`src/rtl/cpu_exec_ctrl_if.sv`:
```
// cpu_exec_ctrl_if: board buttons and CPU halt into the execution controller,
// CPU clock-enable/reset and status out of it.
interface cpu_exec_ctrl_if;
    logic        btn_run;
    logic        btn_step;
    logic        btn_clr;
    logic        halt;
    logic        cpu_en;
    logic        cpu_reset;
    logic [1:0]  state;
    logic [31:0] cycle_count;

    modport master (
        output btn_run, btn_step, btn_clr, halt,
        input  cpu_en, cpu_reset, state, cycle_count
    );

    modport slave (
        input  btn_run, btn_step, btn_clr, halt,
        output cpu_en, cpu_reset, state, cycle_count
    );
endinterface

```
`src/rtl/cpu_exec_ctrl.sv`:
```
// cpu_exec_ctrl: debounces run/step/clear buttons and sequences the CPU through
// a registered clock-enable and synchronous reset, stopping on CPU halt.
module cpu_exec_ctrl #(
    parameter int DEBOUNCE_CYCLES = 1000000,
    parameter int RUN_DIV         = 1,
    parameter int RST_CYCLES      = 4
) (
    input logic            clk,
    input logic            reset_n,
    cpu_exec_ctrl_if.slave bus
);
    localparam int DW = $clog2(DEBOUNCE_CYCLES + 1);
    localparam int VW = RUN_DIV > 1 ? $clog2(RUN_DIV) : 1;
    localparam int RW = RST_CYCLES > 1 ? $clog2(RST_CYCLES) : 1;

    typedef enum logic [1:0] {S_RESET, S_PAUSE, S_RUN, S_HALT} state_t;

    logic [2:0]          btn, sync1_q, sync2_q, db_q, db_d, db_prev_q, press;
    logic [2:0][DW-1:0]  cnt_q, cnt_d;
    state_t              state_q;
    logic                cpu_en_q, cpu_reset_q, fire_run;
    logic [31:0]         count_q, count_inc;
    logic [VW-1:0]       div_q, div_nx;
    logic [RW-1:0]       rst_q;

    // bit 0 = run, bit 1 = step, bit 2 = clear
    assign btn   = {bus.btn_clr, bus.btn_step, bus.btn_run};
    assign press = db_q & ~db_prev_q;

    always_comb begin
        db_d  = db_q;
        cnt_d = '0;
        for (int b = 0; b < 3; b++) begin
            db_d[b]  = (sync2_q[b] != db_q[b] && cnt_q[b] == DW'(DEBOUNCE_CYCLES - 1)) ? sync2_q[b] : db_q[b];
            cnt_d[b] = (sync2_q[b] != db_q[b] && cnt_q[b] != DW'(DEBOUNCE_CYCLES - 1)) ? cnt_q[b] + DW'(1) : '0;
        end
    end

    always_ff @(posedge clk or negedge reset_n) begin
        if (!reset_n) begin
            sync1_q   <= '0;
            sync2_q   <= '0;
            db_q      <= '0;
            db_prev_q <= '0;
            cnt_q     <= '0;
        end else begin
            sync1_q   <= btn;
            sync2_q   <= sync1_q;
            db_q      <= db_d;
            db_prev_q <= db_q;
            cnt_q     <= cnt_d;
        end
    end

    // div_q is held at 0 outside RUN, so the entry cycle counts as k=1
    assign div_nx    = (div_q == VW'(RUN_DIV - 1)) ? '0 : div_q + VW'(1);
    assign fire_run  = (div_nx == '0);
    assign count_inc = (&count_q) ? count_q : count_q + 32'd1;

    always_ff @(posedge clk or negedge reset_n) begin
        if (!reset_n) begin
            state_q     <= S_RESET;
            cpu_reset_q <= 1'b1;
            cpu_en_q    <= 1'b0;
            count_q     <= '0;
            div_q       <= '0;
            rst_q       <= '0;
        end else begin
            cpu_en_q <= 1'b0;
            div_q    <= '0;
            if (state_q != S_RESET && press[2]) begin
                state_q     <= S_RESET;
                cpu_reset_q <= 1'b1;
                count_q     <= '0;
            end else begin
                case (state_q)
                    S_RESET: begin
                        rst_q <= (rst_q == RW'(RST_CYCLES - 1)) ? '0 : rst_q + RW'(1);
                        if (rst_q == RW'(RST_CYCLES - 1)) begin
                            state_q     <= S_PAUSE;
                            cpu_reset_q <= 1'b0;
                        end
                    end
                    S_PAUSE, S_RUN: begin
                        if (bus.halt) begin
                            state_q <= S_HALT;
                        end else if (press[0] && state_q == S_RUN) begin
                            state_q <= S_PAUSE;
                        end else if (press[0] || state_q == S_RUN) begin
                            state_q  <= S_RUN;
                            div_q    <= div_nx;
                            cpu_en_q <= fire_run;
                            count_q  <= fire_run ? count_inc : count_q;
                        end else if (press[1]) begin
                            cpu_en_q <= 1'b1;
                            count_q  <= count_inc;
                        end
                    end
                    default: ;
                endcase
            end
        end
    end

    assign bus.state       = state_q;
    assign bus.cpu_en      = cpu_en_q;
    assign bus.cpu_reset   = cpu_reset_q;
    assign bus.cycle_count = count_q;
endmodule
```
`src/flat_wrapper.sv`:
```
// flat-port wrapper written by rule: the top's interface ports become plain ports
module cpu_exec_ctrl_flat 
#(
    parameter int DEBOUNCE_CYCLES = 1000000,
    parameter int RUN_DIV         = 1,
    parameter int RST_CYCLES      = 4
)
  (clk, reset_n, bus_btn_run, bus_btn_step, bus_btn_clr, bus_halt, bus_cpu_en, bus_cpu_reset, bus_state, bus_cycle_count);
  cpu_exec_ctrl_if bus_i ();
  input logic clk;
  input logic reset_n;
  input wire logic [$bits(bus_i.btn_run)-1:0] bus_btn_run;
  input wire logic [$bits(bus_i.btn_step)-1:0] bus_btn_step;
  input wire logic [$bits(bus_i.btn_clr)-1:0] bus_btn_clr;
  input wire logic [$bits(bus_i.halt)-1:0] bus_halt;
  output wire logic [$bits(bus_i.cpu_en)-1:0] bus_cpu_en;
  output wire logic [$bits(bus_i.cpu_reset)-1:0] bus_cpu_reset;
  output wire logic [$bits(bus_i.state)-1:0] bus_state;
  output wire logic [$bits(bus_i.cycle_count)-1:0] bus_cycle_count;
  assign bus_i.btn_run = bus_btn_run;
  assign bus_i.btn_step = bus_btn_step;
  assign bus_i.btn_clr = bus_btn_clr;
  assign bus_i.halt = bus_halt;
  assign bus_cpu_en = bus_i.cpu_en;
  assign bus_cpu_reset = bus_i.cpu_reset;
  assign bus_state = bus_i.state;
  assign bus_cycle_count = bus_i.cycle_count;
  cpu_exec_ctrl #(.DEBOUNCE_CYCLES(DEBOUNCE_CYCLES), .RUN_DIV(RUN_DIV), .RST_CYCLES(RST_CYCLES)) u_core (.clk(clk), .reset_n(reset_n), .bus(bus_i));
endmodule
```
`config.mk`:
```
export PLATFORM = sky130hd
export DESIGN_NAME = cpu_exec_ctrl_flat
export DESIGN_NICKNAME = d
export VERILOG_FILES = /design/src/rtl/cpu_exec_ctrl_if.sv /design/src/rtl/cpu_exec_ctrl.sv /design/src/flat_wrapper.sv
export SDC_FILE = /design/constraint.sdc
export NUM_CORES = 1
export LEC_CHECK = 0
export BUFFER_PORTS_ARGS = -buffer_cell sky130_fd_sc_hd__buf_2
export CAP_MARGIN = 15
export CORE_ASPECT_RATIO = 1.75
export CORE_MARGIN = 5
export CORE_UTILIZATION = 55
export DETAILED_ROUTE_END_ITERATION = 6
export PLACE_DENSITY = 0.85
export SLEW_MARGIN = 20
export SYNTH_ARGS = -nofsm -noshare
export SYNTH_HDL_FRONTEND = slang
export SYNTH_SLANG_ARGS = --single-unit
```
`constraint.sdc`:
```
create_clock -name clk -period 4.2 [get_ports clk]
set_input_delay 0.42 -clock clk [delete_from_list [all_inputs] [get_ports clk]]
set_output_delay 0.42 -clock clk [all_outputs]
set_load 0.1 [all_outputs]
```
* Yosys cells after proc, flatten, opt, wreduce, memory -nomap -nowiden *
Cells that the tools add are included.

word-level totals
  register bits after elaboration = 111
  output and inout bits = 36

cells by class
  add/sub/neg operators = 6
  equality and inequality tests = 17
  multiplexer cells = 33
  bitwise logic cells = 4
  reduce and logical (&&, ||, !) cells = 22

operators with widths
  kind                   number
  $mux 32                8
  $add 20x1->20 const B  3
  $eq 20x20->1 const B   3
  $mux 20                3
  $ne 20x20->1 const B   3
  $add 32x1->32 const B  1
  $reduce_and 32->1      1
  $mux 1                 15
  $mux 2                 6
  $logic_and 1x1->1      8
  $reduce_bool 2->1      4
  $reduce_bool 3->1      2
  $ne 5x2->1 const B     1
  $reduce_and 5->1       1
  $eq 2x2->1 const B     2
  $ne 2x1->1 const B     2
  $pmux 2 s2             1
  $reduce_and 2->1       2
  $and 3x3->3            1
  $ne 1x1->1             3
  $ne 3x1->1 const B     1
  $ne 3x3->1 const B     1
  $not 3->3              1
  $reduce_and 3->1       1
  other kinds (7)        8

* Depth between registers and ports, before layout *
  word-level depth = 8
  mapped depth = 9
  gate-level depth less buffers = 8

* Worst setup path after synthesis *
No wires, ideal clock.

  kind = register -> register
  start = reg u_core.state_q[0], in the netlist u_core.bus.state[0]
  end = reg u_core.count_q[25], in the netlist u_core.bus.cycle_count[25]
  setup time = 121 ps
  arrival time = 2,744 ps
  required time = 4,079 ps
  setup slack = 1,335 ps
  stages on the path, launching flop included = 10
  period minus slack after synthesis = 2,865 ps
  cell sequence = dfrtp_1 > inv_1 > ha_1 > nand3b_1 > nand3b_1 > nor3_4 > and3_4 > buf_6 > a31oi_1 > a41o_1

between the ends
  cells in the longest elaborated chain, start to end = 7
  elaborated cells between the ends (all ways) = 18
  those cells by class = eq/ne: 5; mux: 5; reduce/logical: 8

ends and longest elaborated chain
  what                      line                                                           source
  start: declaration        cpu_exec_ctrl.sv:20                                            state_t state_q;
  start signal: assignment  cpu_exec_ctrl.sv:62                                            state_q <= S_RESET;
  start signal: assignment  cpu_exec_ctrl.sv:72                                            state_q <= S_RESET;
  start signal: assignment  cpu_exec_ctrl.sv:80                                            state_q <= S_PAUSE;
  $eq 2x2->1                cpu_exec_ctrl.sv:76, cpu_exec_ctrl.sv:87, cpu_exec_ctrl.sv:89
  $logic_or 1x1->1          cpu_exec_ctrl.sv:89                                            end else if (press[0] || state_q == S_RUN) begin
  $mux 32                   cpu_exec_ctrl.sv:89
  $mux 32                   cpu_exec_ctrl.sv:87                                            end else if (press[0] && state_q == S_RUN) begin
  $mux 32                   cpu_exec_ctrl.sv:85                                            if (bus.halt) begin
  $mux 32                   cpu_exec_ctrl.sv:76                                            case (state_q)
  $mux 32                   cpu_exec_ctrl.sv:71                                            if (state_q != S_RESET && press[2]) begin
  end signal: assignment    cpu_exec_ctrl.sv:93                                            count_q <= fire_run ? count_inc : count_q;
  end signal: assignment    cpu_exec_ctrl.sv:96                                            count_q <= count_inc;
  end: declaration          cpu_exec_ctrl.sv:22                                            logic [31:0] count_q, count_inc;

Parallel ways exist; a longest one is shown, timed or not. The select of a mux whose other input is x is not followed.
A chain may end at the register's enable or synchronous reset.

* Final worst setup path *
  start = reg u_core.state_q[0], in the netlist u_core.bus.state[0]
  end = reg u_core.count_q[14], in the netlist u_core.bus.cycle_count[14]

Same word-level chain as after synthesis.

==> out/metrics.yaml <==
outcome: "finished clean"
worstPathArrival_ps: 2690
synth_area_leaders: "dfrtp_1, xor2_1, nor2_1, nand3_1, xnor2_1"
synth.cell_area_mm2: 0.00529
cts_made_buffers: 9
drive_gt1_share_pct: 13.4
synthArstFlopShare_pct: 100
io_pins: 42
numPortBuffers: 41
synthFlopType: "dfrtp_1"
p_int_mw: 1.52
synth_top_area_cell: "dfrtp_1"
setup_slack_ps: 1800
htree_levels: 3
seqPwrFrac_pct: 53.8
comb_power_share_pct: 6.3
rr_startpoint: "u_core.bus.state[0]"
vdd_ir_drop_max_v: 0.000323
via_count: 4008
num-fill-cells: 740
power_switching_share_pct: 24.7
power.switching_uw: 500
setup-tns-final_ps: 0
synth_top_cell_area_share_pct: 51.6
crit_path_start: "u_core.bus.state[0]"
grt_pass1_vias: 4075
post_cts_resized: 0
cpMostUsedCell: "nand3b_1"
setup_viol: 0
cts_hold_buffers: 0
yosysUniqueCellTypes: 41
cts_buffer_depth: 2
hp-class: "in2async"
clk_pin_slew_ps: 70
drv_slew: 0
wl_per_cell_um: 15.3
max_freq_ghz: 0.416
insertion_delay_ps: 350
p_leak_nw: 2.79
cts_setup_buffers: 0
cts_tree: "built"
firstDrtPassIters: 4
grt_pass1_wl_um: 18600
antenna-diode-count: 0
seq_area_frac_synth_pct: 52.1
initialDrtViolationCount: 199
synth_cells: 525
power_density_mw_per_mm2: 343
drv_cap: 0
ant_nets: 0
vias_per_cell: 5.77
synthToLayoutAreaGrowth_pct: 11.6
synth_area_per_cell_um2: 10.1
cp_max_fo: 10
routed_wl_um: 10600
place.gp.congestion: 0.849
globalRouteTotalUtil_pct: 19.2
grt_overflow: 0
cts-root-buf: "clkbuf_16"
worst_pin_slew_ps: 963
dp_hpwl_um: 7610
antenna_found_initial: 1
critPathMaxStageDelay_ps: 660
slew_headroom_pct: 35.8
fin_nets: 583
crit_type: "reg2reg"
post-route-period-util_pct: 57.2
ys_warn_count: 0
die_y_um: 140
clkPwrFrac_pct: 39.9
grt_max_degree: 87
synthesis.nets: 540
drc: 0
rows: 47
fin_crit_ps: 2400
core_area_mm2: 0.00947
die_w_um: 84.1
end_kind: "flip-flop"
reg2reg_depth: 8
r2r_slack_ps: 1800
ys_ff_latch: 110
cts.sinks: 110
r2r-end: "u_core.bus.cycle_count[14]"
synth_edf_count: 0
initial_core_util_pct: 55.9
synth_common_cells: "dfrtp_1, nor2_1, xor2_1"
pre_cts_ws_ps: 1850
start_kind: "flip-flop"
cp-endpoint: "u_core.bus.cycle_count[14]"
synth_most_common_cell: "dfrtp_1"
clock_skew_ps: 9.13
cp_cell_sequence: "inv_1 > ha_1 > nand3b_1 > nand3b_1 > nor4_4 > nand4_1 > or3_1 > nand2_1"
cp.required_ps: 4490
grt_setup_unrepaired: "false"
finalHoldViolCount: 0
dieArea_mm2: 0.0118
slowest_stage: "nor4_4"
==> cell families (layout without fill, tap and decap cells) <==
kind of cell / after synthesis / in the layout / synth area share [%]
buffers and inverters: 21 / 69 / 1.70
multiplexers: 5 / 5 / 1.06
XOR/XNOR: 77 / 77 / 12.7
AND/OR/NAND/NOR: 276 / 276 / 27.2
adder cells (fa/ha/maj): 9 / 9 / 2.13
AO/OA/AOI/OAI: 27 / 27 / 3.10
flip-flops: 110 / 110 / 52.1
==> layer usage <==
layer | vias to the layer above | share of wire, % | global-route usage (%)
li1 | 1894 | - | -
met1 | 1991 | 38 | 22.0
met2 | 96 | 54 | 34.2
met3 | 25 | 4.6 | 4.38
met4 | 2 | 2.5 | 7.71
met5 | - | 0.075 | 0
==> how the worst min path moves through the flow <==
stage                            from                 to  cells past startpoint
floorplan                     reset_n  u_core.bus.cpu_en                      0
global placement    u_core.sync1_q[2]  u_core.sync2_q[2]                      0
detailed placement  u_core.sync1_q[0]  u_core.sync2_q[0]                      0
CTS                      bus_btn_step  u_core.sync1_q[1]                      1
global route             bus_btn_step  u_core.sync1_q[1]                      1
finish                        reset_n   u_core.cnt_q[51]                      1
==> area by class of cell <==
type	count	area, um2	share of cell area (%)
Tap cell	122	153	2.59
Clock buffer	10	239	4.05
Clock inverter	6	46.3	0.784
Multi-Input combinational cell	394	2450	41.4
Sequential cell	110	2750	46.7
Timing Repair Buffer	43	226	3.84
Inverter	10	37.5	0.636
==> registers in the layout, summed over array words and instances (netlist names) <==
register / cells
u_core.bus.cpu_en: 1
u_core.bus.cycle_count: 32
u_core.sync2_q: 3
u_core.db_prev_q: 3
u_core.sync1_q: 3
u_core.db_q: 3
u_core.bus.state: 2
u_core.rst_q: 2
u_core.bus.cpu_reset: 1
u_core.cnt_q: 60
==> worst max-delay path: cells and delay by family (launching register included) <==
| family | cells | cell delay (ps) |
|---|---|---|
| buffers and inverters | 1 | 100 |
| AND/OR/NAND/NOR | 6 | 1620 |
| adder cells (fa/ha/maj) | 1 | 240 |
| flip-flops | 1 | 400 |
==> power groups by stage <==
stage / clock (mW) / combinational, mW / sequential (mW)
floorplan: 0 / 0.0491 / 1.14
global placement: 0 / 0.122 / 1.11
detailed placement: 0 / 0.128 / 1.11
CTS: 0.826 / 0.130 / 1.09
global route: 0.872 / 0.143 / 1.09
finish: 0.807 / 0.127 / 1.09
==> placed cells by master, fill, tap and decap left out, types with 11 or more instances in the layout <==
cell type    n
dfrtp_1    109
xnor2_1     21
nor2_1     101
and3_1      17
a21oi_1     12
nand4_1     22
and4_1      11
xor2_1      56
nand2_1     32
buf_2       40
nand3_1     47
==> through the flow <==
stage                     util [%]  cells  hold WS (ps)  total power [mW]  cell area (um2)
after floorplan                  -    525           124              1.19             5290
after detailed placement      59.3    679           336              1.24             5610
after global placement        59.3    679           334              1.23             5610
after CTS                     62.3    695           171              2.04             5900
final                         62.3    695           117              2.02             5900
after global routing          62.3    695           159              2.11             5900
Power figures use the tool's default switching activity.
